File: config.mk
export PLATFORM = sky130hd
export DESIGN_NAME = gate_selftest_ctrl_flat
export DESIGN_NICKNAME = d
export VERILOG_FILES = /design/src/rtl/gate_selftest_ctrl_pkg.sv /design/src/rtl/gate_selftest_ctrl_if.sv /design/src/rtl/gate_selftest_ctrl_settle_timer.sv /design/src/rtl/gate_selftest_ctrl.sv /design/src/flat_wrapper.sv
export SDC_FILE = /design/constraint.sdc
export NUM_CORES = 1
export LEC_CHECK = 0
export BUFFER_PORTS_ARGS = -buffer_cell sky130_fd_sc_hd__buf_4
export CAP_MARGIN = 0
export CORE_ASPECT_RATIO = 1.1
export CORE_MARGIN = 5
export CORE_UTILIZATION = 48
export DETAILED_ROUTE_END_ITERATION = 12
export PLACE_DENSITY = 0.71
export SLEW_MARGIN = 40
export SYNTH_ARGS = -nofsm -noshare
export SYNTH_HDL_FRONTEND = slang
export SYNTH_SLANG_ARGS = --single-unit
File: constraint.sdc
create_clock -name clk -period 2.4 [get_ports clk]
set_input_delay 0.48 -clock clk [delete_from_list [all_inputs] [get_ports clk]]
set_output_delay 0.48 -clock clk [all_outputs]
set_load 0.01 [all_outputs]
File: src/rtl/gate_selftest_ctrl_pkg.sv
// Shared types and constants for the 2-input gate truth-table self-test.
package gate_selftest_pkg;

    typedef enum logic [2:0] {
        ST_IDLE   = 3'd0,
        ST_DRIVE  = 3'd1,
        ST_SETTLE = 3'd2,
        ST_SAMPLE = 3'd3,
        ST_DONE   = 3'd4
    } state_t;

    localparam int NUM_VEC = 4;
    localparam int VEC_W   = $clog2(NUM_VEC);
    localparam int CNT_W   = $clog2(NUM_VEC + 1);

    typedef logic [VEC_W-1:0]   vec_t;
    typedef logic [CNT_W-1:0]   cnt_t;
    typedef logic [NUM_VEC-1:0] tt_t;

    localparam vec_t LAST_VEC = vec_t'(NUM_VEC - 1);

    localparam tt_t NAND2_TT = 4'b0111;
    localparam tt_t AND2_TT  = 4'b1000;
    localparam tt_t OR2_TT   = 4'b1110;
    localparam tt_t XOR2_TT  = 4'b0110;

    // Expected gate output for vector v, where v = {a,b}.
    function automatic logic tt_bit(input tt_t tt, input vec_t v);
        return tt[v];
    endfunction

endpackage

File: src/rtl/gate_selftest_ctrl_if.sv
// Gate-side and status signals of the self-test controller.
// Optional loop_en input exists only when GATE_SELFTEST_LOOP_EN is defined.
interface gate_selftest_ctrl_if;
    logic       start;
    logic       gate_x;
    logic       gate_a;
    logic       gate_b;
    logic       busy;
    logic       done;
    logic       pass;
    logic [2:0] err_cnt;
    logic [3:0] fail_vec;
`ifdef GATE_SELFTEST_LOOP_EN
    logic       loop_en;
`endif

    modport master (
        output gate_a, gate_b, busy, done, pass, err_cnt, fail_vec,
        input  start, gate_x
`ifdef GATE_SELFTEST_LOOP_EN
        , input loop_en
`endif
    );

    modport slave (
        input  gate_a, gate_b, busy, done, pass, err_cnt, fail_vec,
        output start, gate_x
`ifdef GATE_SELFTEST_LOOP_EN
        , output loop_en
`endif
    );
endinterface

File: src/rtl/gate_selftest_ctrl_settle_timer.sv
// Loadable down-counter timing how long gate inputs are held before sampling.
module settle_timer #(
    parameter int SETTLE_CYCLES = 4
) (
    input  logic clk,
    input  logic rst,
    input  logic load,
    input  logic dec,
    output logic zero
);
    // Holds at most SETTLE_CYCLES-1.
    localparam int W = (SETTLE_CYCLES > 1) ? $clog2(SETTLE_CYCLES) : 1;

    logic [W-1:0] cnt_q;

    always_ff @(posedge clk) begin
        if (rst)
            cnt_q <= '0;
        else if (load)
            cnt_q <= W'(SETTLE_CYCLES - 1);
        else if (dec && cnt_q != '0)
            cnt_q <= cnt_q - W'(1);
    end

    assign zero = (cnt_q == '0);
endmodule

File: src/rtl/gate_selftest_ctrl.sv
// Truth-table sequencer: drives a 2-input gate through 00,01,10,11, samples and scores it.
// Build option GATE_SELFTEST_LOOP_EN adds loop_en for continuous back-to-back runs.
module gate_selftest_ctrl
    import gate_selftest_pkg::*;
#(
    parameter int  SETTLE_CYCLES = 4,
    parameter tt_t EXPECT        = NAND2_TT
) (
    input  logic                 clk,
    input  logic                 rst,
    gate_selftest_ctrl_if.master bus
);
    state_t state_q, state_d;
    vec_t   vec_q, vec_d;
    cnt_t   err_q, err_d;
    tt_t    fail_q, fail_d;
    logic   pass_q, pass_d;
    logic   tmr_load, tmr_dec, tmr_zero;
    logic   drv;

    settle_timer #(.SETTLE_CYCLES(SETTLE_CYCLES)) u_timer (
        .clk  (clk),
        .rst  (rst),
        .load (tmr_load),
        .dec  (tmr_dec),
        .zero (tmr_zero)
    );

    always_ff @(posedge clk) begin
        if (rst) begin
            state_q <= ST_IDLE;
            vec_q   <= '0;
            err_q   <= '0;
            fail_q  <= '0;
            pass_q  <= 1'b0;
        end else begin
            state_q <= state_d;
            vec_q   <= vec_d;
            err_q   <= err_d;
            fail_q  <= fail_d;
            pass_q  <= pass_d;
        end
    end

    always_comb begin
        state_d  = state_q;
        vec_d    = vec_q;
        err_d    = err_q;
        fail_d   = fail_q;
        pass_d   = pass_q;
        tmr_load = 1'b0;
        tmr_dec  = 1'b0;
        case (state_q)
            ST_IDLE: begin
                if (bus.start) begin
                    state_d = ST_DRIVE;
                    vec_d   = '0;
                    err_d   = '0;
                    fail_d  = '0;
                end
            end
            ST_DRIVE: begin
                tmr_load = 1'b1;
                state_d  = ST_SETTLE;
            end
            ST_SETTLE: begin
                if (tmr_zero) state_d = ST_SAMPLE;
                else          tmr_dec = 1'b1;
            end
            ST_SAMPLE: begin
                if (bus.gate_x != tt_bit(EXPECT, vec_q)) begin
                    fail_d[vec_q] = 1'b1;
                    err_d         = err_q + cnt_t'(1);
                end
                // pass is taken from the final count so it is valid during the done pulse
                if (vec_q == LAST_VEC) begin
                    state_d = ST_DONE;
                    pass_d  = (err_d == '0);
                end else begin
                    vec_d   = vec_q + vec_t'(1);
                    state_d = ST_DRIVE;
                end
            end
            ST_DONE: begin
                state_d = ST_IDLE;
`ifdef GATE_SELFTEST_LOOP_EN
                if (bus.loop_en) begin
                    state_d = ST_DRIVE;
                    vec_d   = '0;
                    err_d   = '0;
                    fail_d  = '0;
                end
`endif
            end
            default: state_d = ST_IDLE;
        endcase
    end

    assign drv          = (state_q == ST_DRIVE) || (state_q == ST_SETTLE) || (state_q == ST_SAMPLE);
    assign bus.gate_a   = drv & vec_q[1];
    assign bus.gate_b   = drv & vec_q[0];
    assign bus.busy     = drv;
    assign bus.done     = (state_q == ST_DONE);
    assign bus.pass     = pass_q;
    assign bus.err_cnt  = err_q;
    assign bus.fail_vec = fail_q;
endmodule
File: src/flat_wrapper.sv
// flat-port wrapper written by rule: the top's interface ports become plain ports
module gate_selftest_ctrl_flat import gate_selftest_pkg::*;
#(
    parameter int  SETTLE_CYCLES = 4,
    parameter tt_t EXPECT        = NAND2_TT
)
  (clk, rst, bus_gate_a, bus_gate_b, bus_busy, bus_done, bus_pass, bus_err_cnt, bus_fail_vec, bus_start, bus_gate_x);
  gate_selftest_ctrl_if bus_i ();
  input  logic clk;
  input  logic rst;
  output wire logic [$bits(bus_i.gate_a)-1:0] bus_gate_a;
  output wire logic [$bits(bus_i.gate_b)-1:0] bus_gate_b;
  output wire logic [$bits(bus_i.busy)-1:0] bus_busy;
  output wire logic [$bits(bus_i.done)-1:0] bus_done;
  output wire logic [$bits(bus_i.pass)-1:0] bus_pass;
  output wire logic [$bits(bus_i.err_cnt)-1:0] bus_err_cnt;
  output wire logic [$bits(bus_i.fail_vec)-1:0] bus_fail_vec;
  input wire logic [$bits(bus_i.start)-1:0] bus_start;
  input wire logic [$bits(bus_i.gate_x)-1:0] bus_gate_x;
  assign bus_gate_a = bus_i.gate_a;
  assign bus_gate_b = bus_i.gate_b;
  assign bus_busy = bus_i.busy;
  assign bus_done = bus_i.done;
  assign bus_pass = bus_i.pass;
  assign bus_err_cnt = bus_i.err_cnt;
  assign bus_fail_vec = bus_i.fail_vec;
  assign bus_i.start = bus_start;
  assign bus_i.gate_x = bus_gate_x;
  gate_selftest_ctrl #(.SETTLE_CYCLES(SETTLE_CYCLES), .EXPECT(EXPECT)) u_core (.clk(clk), .rst(rst), .bus(bus_i));
endmodule
==> Yosys cells after proc, flatten, opt, wreduce, memory -nomap -nowiden <==
Index checks and enable logic that the tools add are counted.
{ "word_totals": {"regBits": 15, "input_bits": 4, "output_inout_bits": 12, "word_cells": 62} }
{ "op_classes": {"n_addsub": 3, "n_lt_le_gt_ge": 2, "n_eq_ne": 10, "muxes": 23, "bitwise": 3, "reduce_logical": 15} }
{ "ops": {"columns": ["op", "count"], "rows": [
  ["$mux W3", 6],
  ["$pmux W3 S4", 1],
  ["$mux W2", 4],
  ["$mux W4", 2],
  ["$pmux W4 S2", 1],
  ["$eq A3 B2 Y1 const B", 2],
  ["$logic_not A3 Y1", 2],
  ["$pmux W3 S2", 1],
  ["$reduce_and A2 Y1", 3],
  ["$reduce_and A3 Y1", 2],
  ["$reduce_bool A2 Y1", 3],
  ["$mux W1", 5],
  ["$ne A2 B1 Y1 const B", 2],
  ["$ne A2 B2 Y1 const B", 2],
  ["$or A4 B4 Y4", 1],
  ["$pmux W2 S2", 1],
  ["$add A3 B1 Y3 const B", 1],
  ["$eq A3 B1 Y1 const B", 1],
  ["$eq A3 B3 Y1 const B", 1],
  ["$lt A2 B3 Y1 const B", 1],
  ["$add A2 B1 Y2 const B", 1],
  ["$and A1 B1 Y1", 2],
  ["$bmux W1 S2", 1],
  ["$demux W1 S2", 1],
  ["other kinds (7)", 9]
]} }

==> Longest topological paths before layout <==
{ "logic_depth": {"depth_word": 7, "ltp_mapped": 6, "mapped_depth_nobuf": 6} }

==> Hierarchy <==
From an unflattened synthesis, not the netlist that was laid out.
{ "hier_totals": {"cells_unflattened": 95, "hier_area_um2": 832.0} }
{ "by_module_without_submodules": {"columns": ["mod", "n_inst", "cells_per_inst", "area_per_inst_um2", "seq_area_each_um2"], "rows": [
  ["gate_selftest_ctrl", 1, 83, 716.9, 260.2],
  ["settle_timer", 1, 12, 115.1, 40.0]
]} }

==> Worst setup path after synthesis <==
No wires, ideal clock.
{ "synth_path": {"path_kind": "flip-flop to flip-flop", "from": "reg u_core.vec_q[0]", "to": "reg u_core.err_q[1] (netlist: u_core.bus.err_cnt[1])", "setup_time_ns": 0.128, "arrival_time_ns": 1.324, "required_ns": 2.272, "path_slack_ns": 0.947, "path_stages_with_launch": 7, "n_path_buf": 1, "period_less_slack_ns": 1.453, "cell_sequence": "dfxtp_1 > ha_1 > buf_6 > xnor2_2 > mux2i_1 > a2bb2oi_1 > nor2_1"} }
{ "synth_between": {"elab_chain_len": 6} }
{ "synth_lines": {"columns": ["item", "line", "text"], "rows": [
  ["start, declared", "gate_selftest_ctrl.sv:14", "vec_t vec_q, vec_d;"],
  ["start signal, assigned", "gate_selftest_ctrl.sv:38", "vec_q <= vec_d;"],
  ["$bmux W1 S2", "gate_selftest_ctrl_pkg.sv:29", "return tt[v];"],
  ["$mux W1 (implied by the code)", "gate_selftest_ctrl_pkg.sv:29", null],
  ["$ne A1 B1 Y1", "gate_selftest_ctrl.sv:71", "if (bus.gate_x != tt_bit(EXPECT, vec_q)) begin"],
  ["$mux W3", "gate_selftest_ctrl.sv:71", null],
  ["$mux W3", "gate_selftest_ctrl.sv:53", "case (state_q)"],
  ["$pmux W3 S2", "gate_selftest_ctrl.sv:53", null],
  ["end signal, assigned", "gate_selftest_ctrl.sv:39", "err_q <= err_d;"],
  ["end, declared", "gate_selftest_ctrl.sv:15", "cnt_t err_q, err_d;"]
]} }
No other way between the ends. The select of a mux whose other input is x is not followed.
A chain may end at the register's enable or synchronous reset.

==> Worst setup path in the final report <==
{ "layout_path": {"from": "reg u_core.state_q[2]", "to": "out bus_done"} }
{ "layout_between": {"elab_chain_len": 1} }
{ "layout_lines": {"columns": ["item", "line", "text"], "rows": [
  ["start, declared", "gate_selftest_ctrl.sv:13", "state_t state_q, state_d;"],
  ["start signal, assigned", "gate_selftest_ctrl.sv:37", "state_q <= state_d;"],
  ["$eq A3 B3 Y1", "gate_selftest_ctrl.sv:103", "assign bus.done = (state_q == ST_DONE);"],
  ["end, declared", "flat_wrapper.sv:14", "output wire logic [$bits(bus_i.done)-1:0] bus_done;"]
]} }
No other way between the ends.

==> impl_metrics.json <==
{
  "overflow": 0,
  "grt_max_degree": 16,
  "p_per_area_nw_per_um2": 601,
  "synth-edff-count": 0,
  "cts_tree": "yes",
  "rows": 16,
  "post-place-ws_ns": 0.817,
  "worstMarginPinSlew_ns": 0.471,
  "antenna_found_initial": 0,
  "ant_nets": 0,
  "via_per_inst": 5.46,
  "synth_fa_ha_area_share_pct": 8.85,
  "hpwl_um": 1310,
  "r2r_start": "u_core.vec_q[0]$_SDFFE_PP0P_",
  "yosysWarnings": 0,
  "criticalPathCategory": "reg2out",
  "cts_resized": 0,
  "fillers": 185,
  "core_um2": 1740,
  "min_period_ns": 1.94,
  "cts.sinks": 15,
  "worstSkewPairLatency_ns": 0.30,
  "vias": 704,
  "rsz0062_at_grt": "no",
  "timing.fmax_mhz": 515,
  "syn-cell-area_um2": 848,
  "cts_setup_buffers": 0,
  "n_antenna_cell": 0,
  "finalHoldViolCount": 0,
  "synth_top_cell_by_area": "dfxtp_1",
  "cp-startpoint": "u_core.state_q[2]$_SDFFE_PP0P_",
  "die_h_um": 54.1,
  "finalInstanceArea_um2": 982,
  "worst_ep_arrival_time_ns": 1.46,
  "synthXorXnorAreaFrac_pct": 6.93,
  "final_cell_mix": "buf_4 (15), dfxtp_1 (15), nor2_1 (12), nor3_1 (7)",
  "routabilityCongestion": 0.754,
  "critPathCaptureType": "primary output",
  "skew_ns": 0.00803,
  "drive_gt1_share_pct": 23.4,
  "postLayoutSetupSlackWorst_ns": 0.458,
  "cts_buffer_depth": 2,
  "grt_pass1_vias": 689,
  "root_buffer": "clkbuf_4",
  "ys_seq_area_share_pct": 35.4,
  "dpl_cell_area_um2": 952,
  "status": "finished, final reports clean",
  "h-tree-depth": 1,
  "min_path_type": "in2reg",
  "start_util_pct": 48.7,
  "setup_tns_ns": 0,
  "synth.area.mux_share_pct": 3.54,
  "die_w_um": 50.1,
  "first_pass_iters": 4,
  "nets": 122,
  "grt_pass1_wl_um": 3110,
  "path_cells": "inv_2 > nor3_1 > buf_4",
  "cp_slowest_cell": "dfxtp_1",
  "avgSynthCellArea_um2": 8.75,
  "synth_seq_cells": 15,
  "path_max_fanout": 15,
  "critPathLaunchType": "register",
  "synthTopCellsByArea": "dfxtp_1 (35%), ha_1 (8.8%), nor2_1 (5.3%)",
  "ios": 16,
  "r2r_cells": 5,
  "routed_wirelength_um": 1740,
  "maxSlewViolCount": 0,
  "drc": 0,
  "synthesis.nets": 107,
  "finalSetupViolations": 0,
  "yosys.area_share.simple_pct": 20.6,
  "reg2reg_slack_ns": 0.79,
  "fin_crit_sh_pct": 80.9,
  "crit_buf_inv": 2,
  "slew_headroom_pct": 68.5,
  "cp.depth": 3,
  "async_reset_ff_share_pct": 0,
  "synth_cells": 97,
  "clkTransAtPathRegs_ns": 0.11,
  "yosysUniqueCellTypes": 36,
  "die_area_um2": 2710,
  "numCtsBuffers": 3,
  "path_delay_family": "flip-flops",
  "synth_compound_area_share_pct": 18.3,
  "synthToLayoutAreaGrowth_pct": 15.8,
  "drv_cap": 0,
  "max_stage_delay_ns": 0.63,
  "endpoint": "bus_done",
  "synthFlopType": "dfxtp_1",
  "track_usage_pct": 15.2,
  "postCtsHoldBufs": 0,
  "critical_path_required_ns": 1.92,
  "worstHoldStart": "rst",
  "yosysTopAreaCellShare_pct": 35.4,
  "drt_iter0_markers": 8,
  "wl_per_cell_um": 13.5,
  "leakage_nw": 0.418,
  "io_buffers": 15,
  "vdd_drop_max_v": 0.000316,
  "synth_top_family_by_area": "simple AND/OR/NAND/NOR gates",
  "reg2reg_to": "u_core.bus.err_cnt[1]$_SDFFE_PP0P_"
}
-- report_power, final --
group | switching [mW] | internal, mW | total (mW)
sequential | 0.0276 | 0.267 | 0.294
clock | 0.0952 | 0.0636 | 0.159
combinational | 0.0685 | 0.0690 | 0.137
total | 0.191 | 0.399 | 0.591
-- layout make-up --
cell class / instances / area (µm²) / share of cell area [%]
well taps: 18 / 22.5 / 2.29
clock inverters: 1 / 7.51 / 0.764
flip-flops and latches: 15 / 300 / 30.6
repair buffers: 15 / 113 / 11.5
inverters: 6 / 22.5 / 2.29
multi-input cells: 71 / 494 / 50.3
clock buffers: 3 / 22.5 / 2.29
-- through the flow --
step | power, mW | util, % | instances | hold slack (ns)
floorplan | 0.404 | - | 97 | 0.487
global placement | 0.436 | 54.7 | 125 | 0.459
detailed placement | 0.439 | 54.7 | 125 | 0.471
CTS | 0.596 | 56.4 | 129 | 0.440
global route | 0.632 | 56.4 | 129 | 0.448
finish | 0.591 | 56.4 | 129 | 0.439
-- metal layers --
layer  share of wire (%)  GRT usage (%)  wire length, µm  vias to the layer above
met3                 3.2           3.88               56                        5
met1                  46           18.3              800                      323
met5                   0              0                0                        -
li1                    -              -                -                      365
met4                 2.4           7.86               42                        0
met2                  48           24.9              836                       11
-- cell families after synthesis --
| family | Yosys count |
|---|---|
| buf+inv | 11 |
| compound gates | 23 |
| flops | 15 |
| xor+xnor | 5 |
| fa+ha+maj | 6 |
| simple gates | 34 |
| mux | 3 |
-- state kept, by name, summed over array words and instances (netlist names) --
name	flops
u_core.state_q	3
u_core.vec_q	2
u_core.u_timer.cnt_q	2
u_core.bus.fail_vec	4
u_core.bus.pass	1
u_core.bus.err_cnt	3
-- how the worst min path moves through the flow --
stage	to	slack [ns]	depth (start not counted)
3_5_place_dp	u_core.bus.fail_vec[2]$_SDFFE_PP0P_	0.47	2
4_1_cts	u_core.vec_q[0]$_SDFFE_PP0P_	0.44	2
3_3_place_gp	u_core.bus.fail_vec[1]$_SDFFE_PP0P_	0.46	2
5_1_grt	u_core.vec_q[1]$_SDFFE_PP0P_	0.45	2
2_1_floorplan	u_core.vec_q[1]$_SDFFE_PP0P_	0.49	2
6_report	u_core.vec_q[1]$_SDFFE_PP0P_	0.44	2
-- synth_stat cells (3+ instances only) --
cell type and instances:
nand2_1 4, nor2_1 12, ha_1 6, nor3_1 7, a21oi_1 6, o21ai_0 3
inv_1 5, mux2i_1 3, dfxtp_1 15, a31oi_1 4
No activity file was read; power rests on OpenSTA's default activity.
